`config.mk`:
```
export PLATFORM = sky130hd
export DESIGN_NAME = ex_muldiv_unit
export DESIGN_NICKNAME = d
export VERILOG_FILES = /design/src/rtl/muldiv_pkg.sv /design/src/rtl/muldiv_datapath.sv /design/src/rtl/ex_muldiv_unit.sv
export SDC_FILE = /design/constraint.sdc
export NUM_CORES = 1
export LEC_CHECK = 0
export ABC_AREA = 0
export BUFFER_PORTS_ARGS = -buffer_cell sky130_fd_sc_hd__buf_4
export CAP_MARGIN = 10
export CORE_MARGIN = 4
export CORE_UTILIZATION = 60
export DETAILED_ROUTE_END_ITERATION = 16
export MAX_ROUTING_LAYER = met4
export PLACE_DENSITY = 0.78
export SYNTH_ARGS = -nofsm -noshare
export SYNTH_HDL_FRONTEND = slang
export SYNTH_SLANG_ARGS = --single-unit
```
`constraint.sdc`:
```
create_clock -name clk -period 5.05 [get_ports clk]
set_input_delay 0.2525 -clock clk [delete_from_list [all_inputs] [get_ports clk]]
set_output_delay 0.2525 -clock clk [all_outputs]
set_load 0.03 [all_outputs]
```
`src/rtl/muldiv_pkg.sv`:
```
// Shared definitions for the EX-stage multiply/divide unit.
// Opcodes, FSM state encoding and default datapath width.
package muldiv_pkg;

    localparam int DEF_WIDTH = 32;

    localparam logic [1:0] OP_MULT  = 2'b00;
    localparam logic [1:0] OP_MULTU = 2'b01;
    localparam logic [1:0] OP_DIV   = 2'b10;
    localparam logic [1:0] OP_DIVU  = 2'b11;

    typedef enum logic [1:0] {
        IDLE = 2'd0,
        CALC = 2'd1,
        FIX  = 2'd2
    } state_e;

endpackage

```
`src/rtl/muldiv_datapath.sv`:
```
// Iterative shift-add / restoring shift-subtract core with sign fix-up.
// One shared 2*WIDTH+1 accumulator serves both multiply and divide.
module muldiv_datapath
    import muldiv_pkg::*;
#(
    parameter int WIDTH = DEF_WIDTH
) (
    input  logic             clk,
    input  logic             rst,
    input  logic             load,
    input  logic             step,
    input  logic [1:0]       op,
    input  logic [WIDTH-1:0] a,
    input  logic [WIDTH-1:0] b,
    output logic [WIDTH-1:0] res_hi,
    output logic [WIDTH-1:0] res_lo
);

    logic [2*WIDTH:0]   acc_q, acc_d;
    logic [WIDTH-1:0]   m_q, m_d;
    logic               div_q, div_d;
    logic               neg_q, neg_d;
    logic               rneg_q, rneg_d;

    logic               sgn_op;
    logic [WIDTH-1:0]   a_mag, b_mag;
    logic [WIDTH:0]     t_sum, sh, diff;
    logic [2*WIDTH-1:0] prod, prod_s;
    logic [WIDTH-1:0]   quo, rem;

    assign sgn_op = ~op[0];
    assign a_mag  = (sgn_op && a[WIDTH-1]) ? -a : a;
    assign b_mag  = (sgn_op && b[WIDTH-1]) ? -b : b;

    assign t_sum = acc_q[0] ? acc_q[2*WIDTH:WIDTH] + {1'b0, m_q}
                            : acc_q[2*WIDTH:WIDTH];
    assign sh    = {acc_q[2*WIDTH-1:WIDTH], acc_q[WIDTH-1]};
    assign diff  = sh - {1'b0, m_q};

    // Operand load and one multiply or divide iteration per step
    always_comb begin
        acc_d  = acc_q;
        m_d    = m_q;
        div_d  = div_q;
        neg_d  = neg_q;
        rneg_d = rneg_q;
        if (load) begin
            acc_d  = {{(WIDTH+1){1'b0}}, a_mag};
            m_d    = b_mag;
            div_d  = op[1];
            neg_d  = sgn_op & (a[WIDTH-1] ^ b[WIDTH-1]);
            rneg_d = sgn_op & a[WIDTH-1];
        end else if (step) begin
            if (!div_q) begin
                acc_d = {1'b0, t_sum, acc_q[WIDTH-1:1]};
            end else if (!diff[WIDTH]) begin
                acc_d = {diff, acc_q[WIDTH-2:0], 1'b1};
            end else begin
                acc_d = {sh, acc_q[WIDTH-2:0], 1'b0};
            end
        end
    end

    // Working registers
    always_ff @(posedge clk or negedge rst) begin
        if (!rst) begin
            acc_q  <= '0;
            m_q    <= '0;
            div_q  <= 1'b0;
            neg_q  <= 1'b0;
            rneg_q <= 1'b0;
        end else begin
            acc_q  <= acc_d;
            m_q    <= m_d;
            div_q  <= div_d;
            neg_q  <= neg_d;
            rneg_q <= rneg_d;
        end
    end

    assign prod   = acc_q[2*WIDTH-1:0];
    assign prod_s = neg_q ? -prod : prod;
    assign quo    = acc_q[WIDTH-1:0];
    assign rem    = acc_q[2*WIDTH-1:WIDTH];

    assign res_hi = div_q ? (rneg_q ? -rem : rem) : prod_s[2*WIDTH-1:WIDTH];
    assign res_lo = div_q ? (neg_q ? -quo : quo) : prod_s[WIDTH-1:0];

endmodule

```
`src/rtl/ex_muldiv_unit.sv`:
```
// EX-stage multiply/divide unit: FSM, iteration counter, HI/LO.
// Divide by zero skips the iterations and only pulses div_zero.
module ex_muldiv_unit
    import muldiv_pkg::*;
#(
    parameter int WIDTH = DEF_WIDTH
) (
    input  logic             clk,
    input  logic             rst,
    input  logic             start,
    input  logic [1:0]       op,
    input  logic [WIDTH-1:0] rs_val,
    input  logic [WIDTH-1:0] rt_val,
    input  logic             flush,
    input  logic             mthi_we,
    input  logic             mtlo_we,
    output logic             busy,
    output logic             done,
    output logic             div_zero,
    output logic [WIDTH-1:0] hi,
    output logic [WIDTH-1:0] lo
);

    localparam int CW = $clog2(WIDTH) + 1;

    state_e           state_q, state_d;
    logic [CW-1:0]    cnt_q, cnt_d;
    logic [WIDTH-1:0] hi_q, hi_d, lo_q, lo_d;
    logic             busy_q, busy_d;
    logic             done_q, done_d;
    logic             dzp_q, dzp_d;
    logic             dz_q, dz_d;
    logic             load, step, fix_we;
    logic [WIDTH-1:0] res_hi, res_lo;

    muldiv_datapath #(.WIDTH(WIDTH)) u_dp (
        .clk    (clk),
        .rst    (rst),
        .load   (load),
        .step   (step),
        .op     (op),
        .a      (rs_val),
        .b      (rt_val),
        .res_hi (res_hi),
        .res_lo (res_lo)
    );

    // Next state, counter, HI/LO updates and handshake pulses
    always_comb begin
        state_d = state_q;
        cnt_d   = cnt_q;
        dz_d    = dz_q;
        hi_d    = hi_q;
        lo_d    = lo_q;
        load    = 1'b0;
        step    = 1'b0;
        fix_we  = 1'b0;
        unique case (state_q)
            IDLE: begin
                if (mthi_we) hi_d = rs_val;
                if (mtlo_we) lo_d = rs_val;
                if (start && !flush) begin
                    if (op[1] && rt_val == '0) begin
                        state_d = FIX;
                        dz_d    = 1'b1;
                    end else begin
                        state_d = CALC;
                        cnt_d   = CW'(WIDTH);
                        dz_d    = 1'b0;
                        load    = 1'b1;
                    end
                end
            end
            CALC: begin
                if (flush) begin
                    state_d = IDLE;
                end else begin
                    step  = 1'b1;
                    cnt_d = cnt_q - 1'b1;
                    if (cnt_d == '0) state_d = FIX;
                end
            end
            FIX: begin
                state_d = IDLE;
                fix_we  = !flush;
                if (fix_we && !dz_q) begin
                    hi_d = res_hi;
                    lo_d = res_lo;
                end
            end
            default: state_d = IDLE;
        endcase
        done_d = fix_we;
        dzp_d  = fix_we & dz_q;
        busy_d = (state_d != IDLE) && !(state_d == FIX && dz_d);
    end

    // Architectural and control state
    always_ff @(posedge clk or negedge rst) begin
        if (!rst) begin
            state_q <= IDLE;
            cnt_q   <= '0;
            hi_q    <= '0;
            lo_q    <= '0;
            busy_q  <= 1'b0;
            done_q  <= 1'b0;
            dzp_q   <= 1'b0;
            dz_q    <= 1'b0;
        end else begin
            state_q <= state_d;
            cnt_q   <= cnt_d;
            hi_q    <= hi_d;
            lo_q    <= lo_d;
            busy_q  <= busy_d;
            done_q  <= done_d;
            dzp_q   <= dzp_d;
            dz_q    <= dz_d;
        end
    end

    assign busy     = busy_q;
    assign done     = done_q;
    assign div_zero = dzp_q;
    assign hi       = hi_q;
    assign lo       = lo_q;

endmodule

```
-- Word level (Yosys, flattened, before mapping)
Index checks and enable logic that the tools add are counted.
- add/sub/neg operators: 8
- eq/ne operators: 9
- mux-type cells: 36
- bitwise logic cells: 5
- reductions and logical operators: 20
- operators with widths (operator ; count):
    $mux 32 ; 10
    $mux 65 ; 4
    $neg 32->32 ; 4
    $pmux 32 s2 ; 2
    $mux 64 ; 1
    $neg 64->64 ; 1
    $add 33x32->33 ; 1
    $mux 33 ; 1
    $sub 33x32->33 ; 1
    $logic_not 32->1 ; 1
    $mux 6 ; 3
    $ne 2x2->1 const B ; 6
    $pmux 6 s2 ; 1
    $mux 1 ; 9
    $mux 2 ; 4
    $reduce_bool 2->1 ; 4
    $logic_and 1x1->1 ; 7
    $logic_not 6->1 ; 1
    $reduce_and 3->1 ; 2
    $sub 6x1->6 const B ; 1
    $eq 2x2->1 const B ; 2
    $pmux 2 s2 ; 1
    $reduce_and 4->1 ; 1
    $and 1x1->1 ; 3
    5 further kinds ; 7
- flip-flop bits (word level): 176
- word-level logic and storage cells: 91

-- Depth between registers and ports, before layout
Gate-level depths: netlist of the first run.
- word-level depth: 9
- gate-level depth with buffers: 21

-- Cells and area by module
Synthesis of the first run repeated with hierarchy kept, for this count alone.
- cell total of the unflattened synthesis: 1942
- area total of the unflattened synthesis: 15185.8 um^2
- by module, submodules not included (module ; instances ; cells each ; area an instance (um^2) ; seq. area each (um^2)):
    muldiv_datapath ; 1 ; 1535 ; 11556.1 ; 2502.4
    ex_muldiv_unit ; 1 ; 407 ; 3629.7 ; 1901.8

-- Worst setup path before layout of the first run
Ideal clock, no wire load.
- kind: reg-to-reg
- start point: reg u_dp.m_q[14]
- end point: reg u_dp.acc_q[32]
- arrival: 4.108 ns
- data required time: 4.915 ns
- path slack: 0.807 ns
- cell stages (with the launch flop): 20
- clock period less this slack: 4.243 ns
- path through: dfrtp_1 inv_1 ha_1 clkbuf_1 a21o_1 a31oi_1 nand4_1 a311oi_1 o21ai_0 or4_1 a31oi_1 nor2b_1 o22a_1 ha_1 clkbuf_1 clkbuf_1 clkbuf_1 a21oi_1 a21oi_1 o22ai_1
- cells in the longest elaborated chain, start to end: 5
- ends and longest elaborated chain (element ; line ; source):
    start, declared ; muldiv_datapath.sv:20 ; logic [WIDTH-1:0] m_q, m_d;
    start signal, assigned ; muldiv_datapath.sv:74 ; m_q <= m_d;
    $sub 33x32->33 ; muldiv_datapath.sv:38 ; assign diff = sh - {1'b0, m_q};
    $mux 65 ; muldiv_datapath.sv:56 ; end else if (!diff[WIDTH]) begin
    $mux 65 ; muldiv_datapath.sv:54 ; if (!div_q) begin
    $mux 65 ; muldiv_datapath.sv:53 ; end else if (step) begin
    $mux 65 ; muldiv_datapath.sv:47 ; if (load) begin
    end signal, assigned ; muldiv_datapath.sv:67 ; acc_q <= '0;
    end signal, assigned ; muldiv_datapath.sv:73 ; acc_q <= acc_d;
    end, declared ; muldiv_datapath.sv:19 ; logic [2*WIDTH:0] acc_q, acc_d;
Every way passes these cells. The select of a mux whose other input is x is not followed.
A chain may end at the register's enable or synchronous reset.

-- Worst setup path after layout of the first run
- start point: reg u_dp.acc_q[33]
- end point: reg u_dp.acc_q[62]
- cells in the longest elaborated chain, start to end: 5
- elaborated cells between the ends (all ways): 7
- those cells by class: add/sub (2); mux (5)
- ends and longest elaborated chain (element ; line):
    $add 33x32->33 or $sub 33x32->33 (tied branches) ; muldiv_datapath.sv:35, muldiv_datapath.sv:38
    $mux 33 or $mux 65 (tied branches) ; muldiv_datapath.sv:35, muldiv_datapath.sv:56
    $mux 65 * ; muldiv_datapath.sv:54
    $mux 65 * ; muldiv_datapath.sv:53
    $mux 65 * ; muldiv_datapath.sv:47
Mark *: on every way between the ends. The rest lies on a longest branch, timed or not. The select of a mux whose other input is x is not followed.

==> impl_metrics.yaml, run 1 <==
min_path:
  hold_path_class: "input port to flop"
  hold_depth: 2
power:
  power_density_nw_per_um2: 584
  p_seq_frac: 0.242
  p_int_mw: 4.90
  netSwitchingPower_mw: 4.99
  finalPower_mw: 9.89
  leakagePower_nw: 7.50
  pwr-share-clk: 0.138
  swShare: 0.505
  combPwrFrac: 0.620
  vdd_drop_max_mv: 0.247
final_layout:
  nNetsFinal: 2116
  antenna_cells: 0
  fin_area_um2: 16900
  syn2layout_area_growth_pct: 11.9
  fin_util: 0.690
  drive_above_1_share: 0.124
yosys:
  synth-async-reset-ratio: 1.00
  yosys_warnings: 0
  ys_seq_area_frac: 0.291
  synthDistinctLibCells: 84
  synth_edf_count: 0
  synthesis.nets: 2063
  synth.avg_cell_area_um2: 7.89
  synth_top_area_cell: "dfrtp_1"
  synth_top_area_frac: 0.291
  synthCells: 1918
  yosys_register_bits: 176
  synth_area_leaders: "dfrtp_1 29%, o21ai_0 6.3%, ha_1 5.9%, nand2_1 5.2%, xnor2_1 5.0%"
  synth-main-ff-cell: "dfrtp_1"
  syn-cell-area_um2: 15100
floorplanning:
  die_area_um2: 27800
  pin_count: 139
  design.core.area_um2: 24500
  die_w_um: 167
  start_util: 0.617
  die_h_um: 167
  rows: 57
worst_setup_path:
  r2r_start: "u_dp.acc_q[33]$_DFFE_PN0P_"
  worstSetupEndpoint: "u_dp.acc_q[62]$_DFFE_PN0P_"
  worstPathCellList: "ha_1, nor2b_1, o2111ai_1, nand4_1, a311oi_1, o21ai_1, or4_1, a31oi_1, nor2b_1, o22a_1, ha_1, clkinvlp_4, nand2_1, nor2_1, nor2_1, a31oi_1, a31o_2, a21oi_1"
  reg2reg_depth: 18
  reg2reg_slack_ns: 0.36
  start_kind: "flop"
  path_class: "flop to flop"
  worst-path-max-fanout: 9
  slowest_stage: "dfrtp_1"
  cp.arrival_ns: 5.05
  cp.required_ns: 5.41
  worstSetupEndpointType: "flop"
  crit_start: "u_dp.acc_q[33]$_DFFE_PN0P_"
  regToRegEndpoint: "u_dp.acc_q[62]$_DFFE_PN0P_"
  slowest_delay_ns: 0.56
flow_run:
  cap_violations: 0
routing:
  drt-wirelength-per-cell_um: 21.3
  antenna_left: 0
  dr.pass1.iters: 7
  drt_first_iter_violations: 1961
  dr_total_vias: 15377
  drc: 0
  via_per_inst: 6.66
  wl_mm: 49.2
sta:
  drv_slew: 0
  setup_violations: 0
  rsz0062_at_grt: "false"
  timing.setup.tns_ns: 0
  fin_worst_skew_ns: 0.0148
  max-slew-margin-rel: 0.271
  period_share: 0.929
  hold_violations: 0
  worstMarginPinSlew_ns: 1.09
  min_period_ns: 4.69
  max_freq_mhz: 213
clocking:
  tritoncts: "built"
  htreeDepth: 4
  max-clock-path-buffers: 2
  clock-sinks: 176
  clk_pin_slew_ns: 0.08
  numCtsBuffers: 17
  clock-root-buffer: "clkbuf_16"
  clkLatencyLatePin_ns: 0.44
place:
  postPlaceCellArea_um2: 16300
  hpwl_mm: 36.6
  place_congestion: 0.980
  portBuffers: 138
status:
  outcome: "complete, no violations"
global_route:
  antenna_found_initial: 0
  overflow: 0
  grt_max_degree: 99
  grt_pass1_vias: 14509
  grt_first_pass_wirelength_mm: 78.4
  grt_usage: 0.353
## critical path, delay by kind of cell (launching register included)
family,cells,cell delay (ns)
adders and majority gates,2,0.73
buffers and inverters,1,0.24
and+or+nand+nor,7,1.33
DFF,1,0.56
AOI/OAI and AO/OA,8,1.74
## registers in the layout, summed over array words and instances, names as in the netlist
signal       flops
busy             1
cnt_q            6
div_zero         1
done             1
dz_q             1
hi              32
lo              32
state_q          2
u_dp.acc_q      65
u_dp.div_q       1
u_dp.m_q        32
u_dp.neg_q       1
u_dp.rneg_q      1
## placed cells by master (no fill, tap or decap), drive strengths merged, types with 8 or more instances in the layout
cell / netlist / routed
o22ai: 15 / 15
nor2b: 14 / 14
or4: 15 / 15
xor2: 82 / 82
nand2b: 24 / 24
o31ai: 47 / 47
clkbuf: 112 / 18
buf: 21 / 166
or3: 16 / 16
dfrtp: 176 / 176
and3: 12 / 12
mux2i: 45 / 45
a21o: 47 / 47
o41ai: 14 / 14
nand4: 12 / 12
mux2: 12 / 12
nor3: 29 / 29
and2: 17 / 17
nand2: 211 / 211
inv: 64 / 71
nor4: 28 / 28
xnor2: 86 / 86
or2: 8 / 8
a221oi: 14 / 14
a21oi: 144 / 144
o211ai: 29 / 29
nor2: 152 / 152
nand3: 40 / 40
a211oi: 15 / 15
o221ai: 14 / 14
o21a: 15 / 15
a31oi: 25 / 25
ha: 71 / 71
o21ai: 190 / 190
## Yosys cell counts, types with 15 or more instances
library cell,number
xor2_1,82
o211ai_1,29
o21ai_0,189
a21oi_1,143
xnor2_1,86
nor4_1,26
or3_1,16
nor2_1,151
ha_1,71
mux2i_1,45
inv_1,64
and2_1,16
o31ai_1,46
a211oi_1,15
a21o_1,47
nand2_1,210
nand2b_1,24
clkbuf_1,112
nand3_1,40
a31oi_1,25
nor3_1,28
dfrtp_1,176
o22ai_1,15
o21a_1,15
## cell families after synthesis
kind of cell	share of synthesized area
adders and majority gates	0.0613
buffers and inverters	0.0497
and+or+nand+nor	0.192
muxes	0.0387
xor gates and xnor gates	0.0972
DFF	0.291
AOI/OAI and AO/OA	0.270
## worst min-delay path by stage
| stage | from | endpoint |
|---|---|---|
| 4_1_cts | flush | done$_DFF_PN0_ |
| 5_1_grt | flush | done$_DFF_PN0_ |
| 6_report | flush | done$_DFF_PN0_ |
| 3_3_place_gp | rst | lo[0]$_DFFE_PN0P_ |
| 2_1_floorplan | rst | busy$_DFF_PN0_ |
| 3_5_place_dp | rst | lo[0]$_DFFE_PN0P_ |
## what timing repair did
item | CTS | global route
hold endpoints to repair | 96 | 0
buffers inserted | 0 | 0
resized for setup | 0 | 2
hold buffers | 1 | 0
endpoints found under the setup margin | 0 | 2
## layer usage
metal | GRT usage | wire, µm
met5 | - | 0
met4 | 0.134 | 1970
met3 | 0.0538 | 4580
met2 | 0.564 | 22900
met1 | 0.458 | 19700
## power groups by stage
stage | clock, mW | sequential [mW] | combinational, mW
finish | 1.37 | 2.39 | 6.13
global route | 1.43 | 2.44 | 6.67
CTS | 1.37 | 2.36 | 5.99
detailed placement | 0 | 2.38 | 5.95
global placement | 0 | 2.37 | 5.88
floorplan | 0 | 2.28 | 4.35
## stage by stage
stage               setup WS [ns]  hold WS [ns]  instances
global placement            0.449         0.419       2275
global route               0.0823        0.0109       2308
CTS                         0.340        0.0165       2308
finish                      0.358        0.0224       2308
floorplan                   0.807       -0.0431       1918
detailed placement          0.364         0.419       2275
## final cells by class
| cell class | instances | area, µm² |
|---|---|---|
| inverter | 65 | 248 |
| clock inverter | 14 | 160 |
| sequential | 176 | 4410 |
| fill | 2138 | 7600 |
| multi-input combinational | 1544 | 10000 |
| clock buffer | 18 | 439 |
| timing repair buffer | 167 | 1270 |
| tap | 324 | 405 |
Power figures use the tool's default switching activity.
==> inputs of run 2 (changes only) <==
--- a/config.mk
+++ b/config.mk
@@ -10,6 +10,7 @@
 export CAP_MARGIN = 10
 export CORE_MARGIN = 4
 export CORE_UTILIZATION = 60
+export CTS_BUF_LIST = sky130_fd_sc_hd__clkbuf_8
 export DETAILED_ROUTE_END_ITERATION = 16
 export MAX_ROUTING_LAYER = met4
 export PLACE_DENSITY = 0.78
==> constraint.sdc (replaced) <==
create_clock -name clk -period 5.05 [get_ports clk]
set_input_delay 0.2525 -clock clk [delete_from_list [all_inputs] [get_ports clk]]
set_output_delay 0.2525 -clock clk [all_outputs]
set_load 0.005 [all_outputs]
==> impl_metrics.yaml, run 2 (synthesized netlist as in run 1, its figures left out) <==
status:
  outcome: "complete, no violations"
sta:
  period_share: 0.924
  timing.setup.tns_ns: 0
  setup_violations: 0
  rsz0062_at_grt: "false"
  min_period_ns: 4.66
  max-slew-margin-rel: 0.274
  fin_worst_skew_ns: 0.0238
  worstMarginPinSlew_ns: 1.09
  hold_violations: 0
  drv_slew: 0
  max_freq_mhz: 214
  hold_ws_ns: 0.0686
final_layout:
  nFillCells: 2161
  antenna_cells: 0
  largest_register: "u_dp.acc_q"
  multi_input_area_um2: 10000
  fin_util: 0.683
  finalNonFillerCells: 2310
  largest_register_ffs: 65
  nNetsFinal: 2118
  seqCellArea_um2: 4410
  drive_above_1_share: 0.125
  layout_common_cells: "210 x nand2_1, 188 x o21ai_0, 173 x dfrtp_1"
  final_common_cell: "nand2_1"
  syn2layout_area_growth_pct: 10.8
clocking:
  post_cts_buffers: 0
  max-clock-path-buffers: 2
  tritoncts: "built"
  htreeDepth: 4
  clk_pin_slew_ns: 0.12
  clock-root-buffer: "clkbuf_8"
  clock-sinks: 176
  numCtsBuffers: 17
  clkLatencyLatePin_ns: 0.49
routing:
  wl_mm: 49.0
  antenna_left: 0
  dr_total_vias: 15420
  drc: 0
  drt-wirelength-per-cell_um: 21.2
  via_per_inst: 6.68
  dr.pass1.iters: 6
  drt_first_iter_violations: 1960
worst_setup_path:
  slowest_delay_ns: 0.44
  worstSetupEndpointType: "flop"
  r2r_start: "u_dp.acc_q[31]$_DFFE_PN0P_"
  worstPathCellList: "inv_1, ha_1, fa_1, nor2b_1, o2111ai_1, nand4_1, a311oi_1, o21ai_1, or4_1, a31oi_1, nor2b_1, o22a_1, ha_1, buf_12, nand2_1, nor3_1, o21ai_0, o221ai_1"
  worstSetupPathDepth: 18
  worst-path-max-fanout: 43
  path_class: "flop to flop"
  reg2reg_slack_ns: 0.39
  slowest_stage: "dfrtp_1"
  start_kind: "flop"
  regToRegEndpoint: "u_dp.acc_q[59]$_DFFE_PN0P_"
  cp.required_ns: 5.42
  crit_buf_inv: 2
  crit_family: "compound AO/OA/AOI/OAI gates"
  reg2reg_depth: 18
  cp.arrival_ns: 5.04
global_route:
  grt_pass1_vias: 14363
  grt_max_degree: 99
  overflow: 0
  grt_first_pass_wirelength_mm: 77.8
  grt_usage: 0.352
  antenna_found_initial: 0
floorplanning:
  design.core.area_um2: 24500
  die_w_um: 167
  start_util: 0.617
  rows: 57
  die_h_um: 167
  pin_count: 139
  die_area_um2: 27800
power:
  finalPower_mw: 9.38
  leakagePower_nw: 7.42
  vdd_drop_max_mv: 0.241
  power_density_nw_per_um2: 559
min_path:
  hold_path_class: "input port to flop"
  hold_depth: 3
  whs_endpoint: "u_dp.m_q[11]$_DFFE_PN0P_"
  hp-start: "rt_val[11]"
place:
  place_congestion: 0.980
  portBuffers: 138
  dp_cells: 2275
  hpwl_mm: 36.6
flow_run:
  cap_violations: 0
[run 2: cell types whose count changed in the layout (fill, tap and decap cells not counted)]
cell / change
clkbuf_16: -17
clkbuf_8: +17
dfrtp_1: -2
dfrtp_2: +2
dlygate4sd3_1: +2
[run 2: area by class of cell]
class / instances / area share
repair buffers: 169 / 0.0771
inverters: 65 / 0.0148
multi-input cells: 1544 / 0.597
flip-flops and latches: 176 / 0.263
well taps: 324 / 0.0242
clock inverters: 14 / 0.00955
clock buffers: 18 / 0.0148
[run 2: worst max path at each step]
stage	startpoint	to	slack, ns
after detailed placement	u_dp.acc_q[45]$_DFFE_PN0P_	u_dp.acc_q[62]$_DFFE_PN0P_	0.36
after CTS	u_dp.acc_q[45]$_DFFE_PN0P_	u_dp.acc_q[62]$_DFFE_PN0P_	0.35
after floorplan	u_dp.m_q[14]$_DFFE_PN0P_	u_dp.acc_q[32]$_DFFE_PN0P_	0.81
after global placement	u_dp.acc_q[45]$_DFFE_PN0P_	u_dp.acc_q[62]$_DFFE_PN0P_	0.45
after global routing	u_dp.acc_q[31]$_DFFE_PN0P_	u_dp.acc_q[59]$_DFFE_PN0P_	0.07
final	u_dp.acc_q[31]$_DFFE_PN0P_	u_dp.acc_q[59]$_DFFE_PN0P_	0.39
[run 2: worst register-to-register path, cell delays in order, from the launching register on]
cell and delay [ns]:
dfrtp_1 0.44, inv_1 0.12, ha_1 0.21, fa_1 0.23, nor2b_1 0.07, o2111ai_1 0.34
nand4_1 0.29, a311oi_1 0.32, o21ai_1 0.19, or4_1 0.43, a31oi_1 0.28, nor2b_1 0.09
o22a_1 0.19, ha_1 0.38, buf_12 0.25, nand2_1 0.23, nor3_1 0.29, o21ai_0 0.11
o221ai_1 0.11
[run 2: report_power, final]
part | internal [mW] | leakage (nW) | total (mW) | switching [mW]
Clock | 0.389 | 0.206 | 1.04 | 0.649
Combinational | 2.43 | 5.05 | 5.95 | 3.52
Sequential | 1.78 | 2.16 | 2.39 | 0.613
[run 2: what timing repair did]
item                                    CTS  global route
hold endpoints to repair                 98             0
gates resized for setup                   0             4
hold buffers                              3             0
endpoints found under the setup margin    0             3
[run 2: layer usage]
| metal | GRT usage | wire (µm) | vias to the layer above |
|---|---|---|---|
| met3 | 0.0479 | 4420 | 126 |
| met5 | - | 0 | - |
| met1 | 0.461 | 19900 | 7363 |
| met2 | 0.562 | 22900 | 847 |
| li1 | - | - | 7084 |
| met4 | 0.130 | 1830 | 0 |
[run 2: per-stage QoR]
stage	cell area (µm²)	setup slack (ns)
after global placement	16300	0.449
after detailed placement	16300	0.364
after global routing	16800	0.0731
after CTS	16800	0.351
after floorplan	15100	0.807
final	16800	0.385
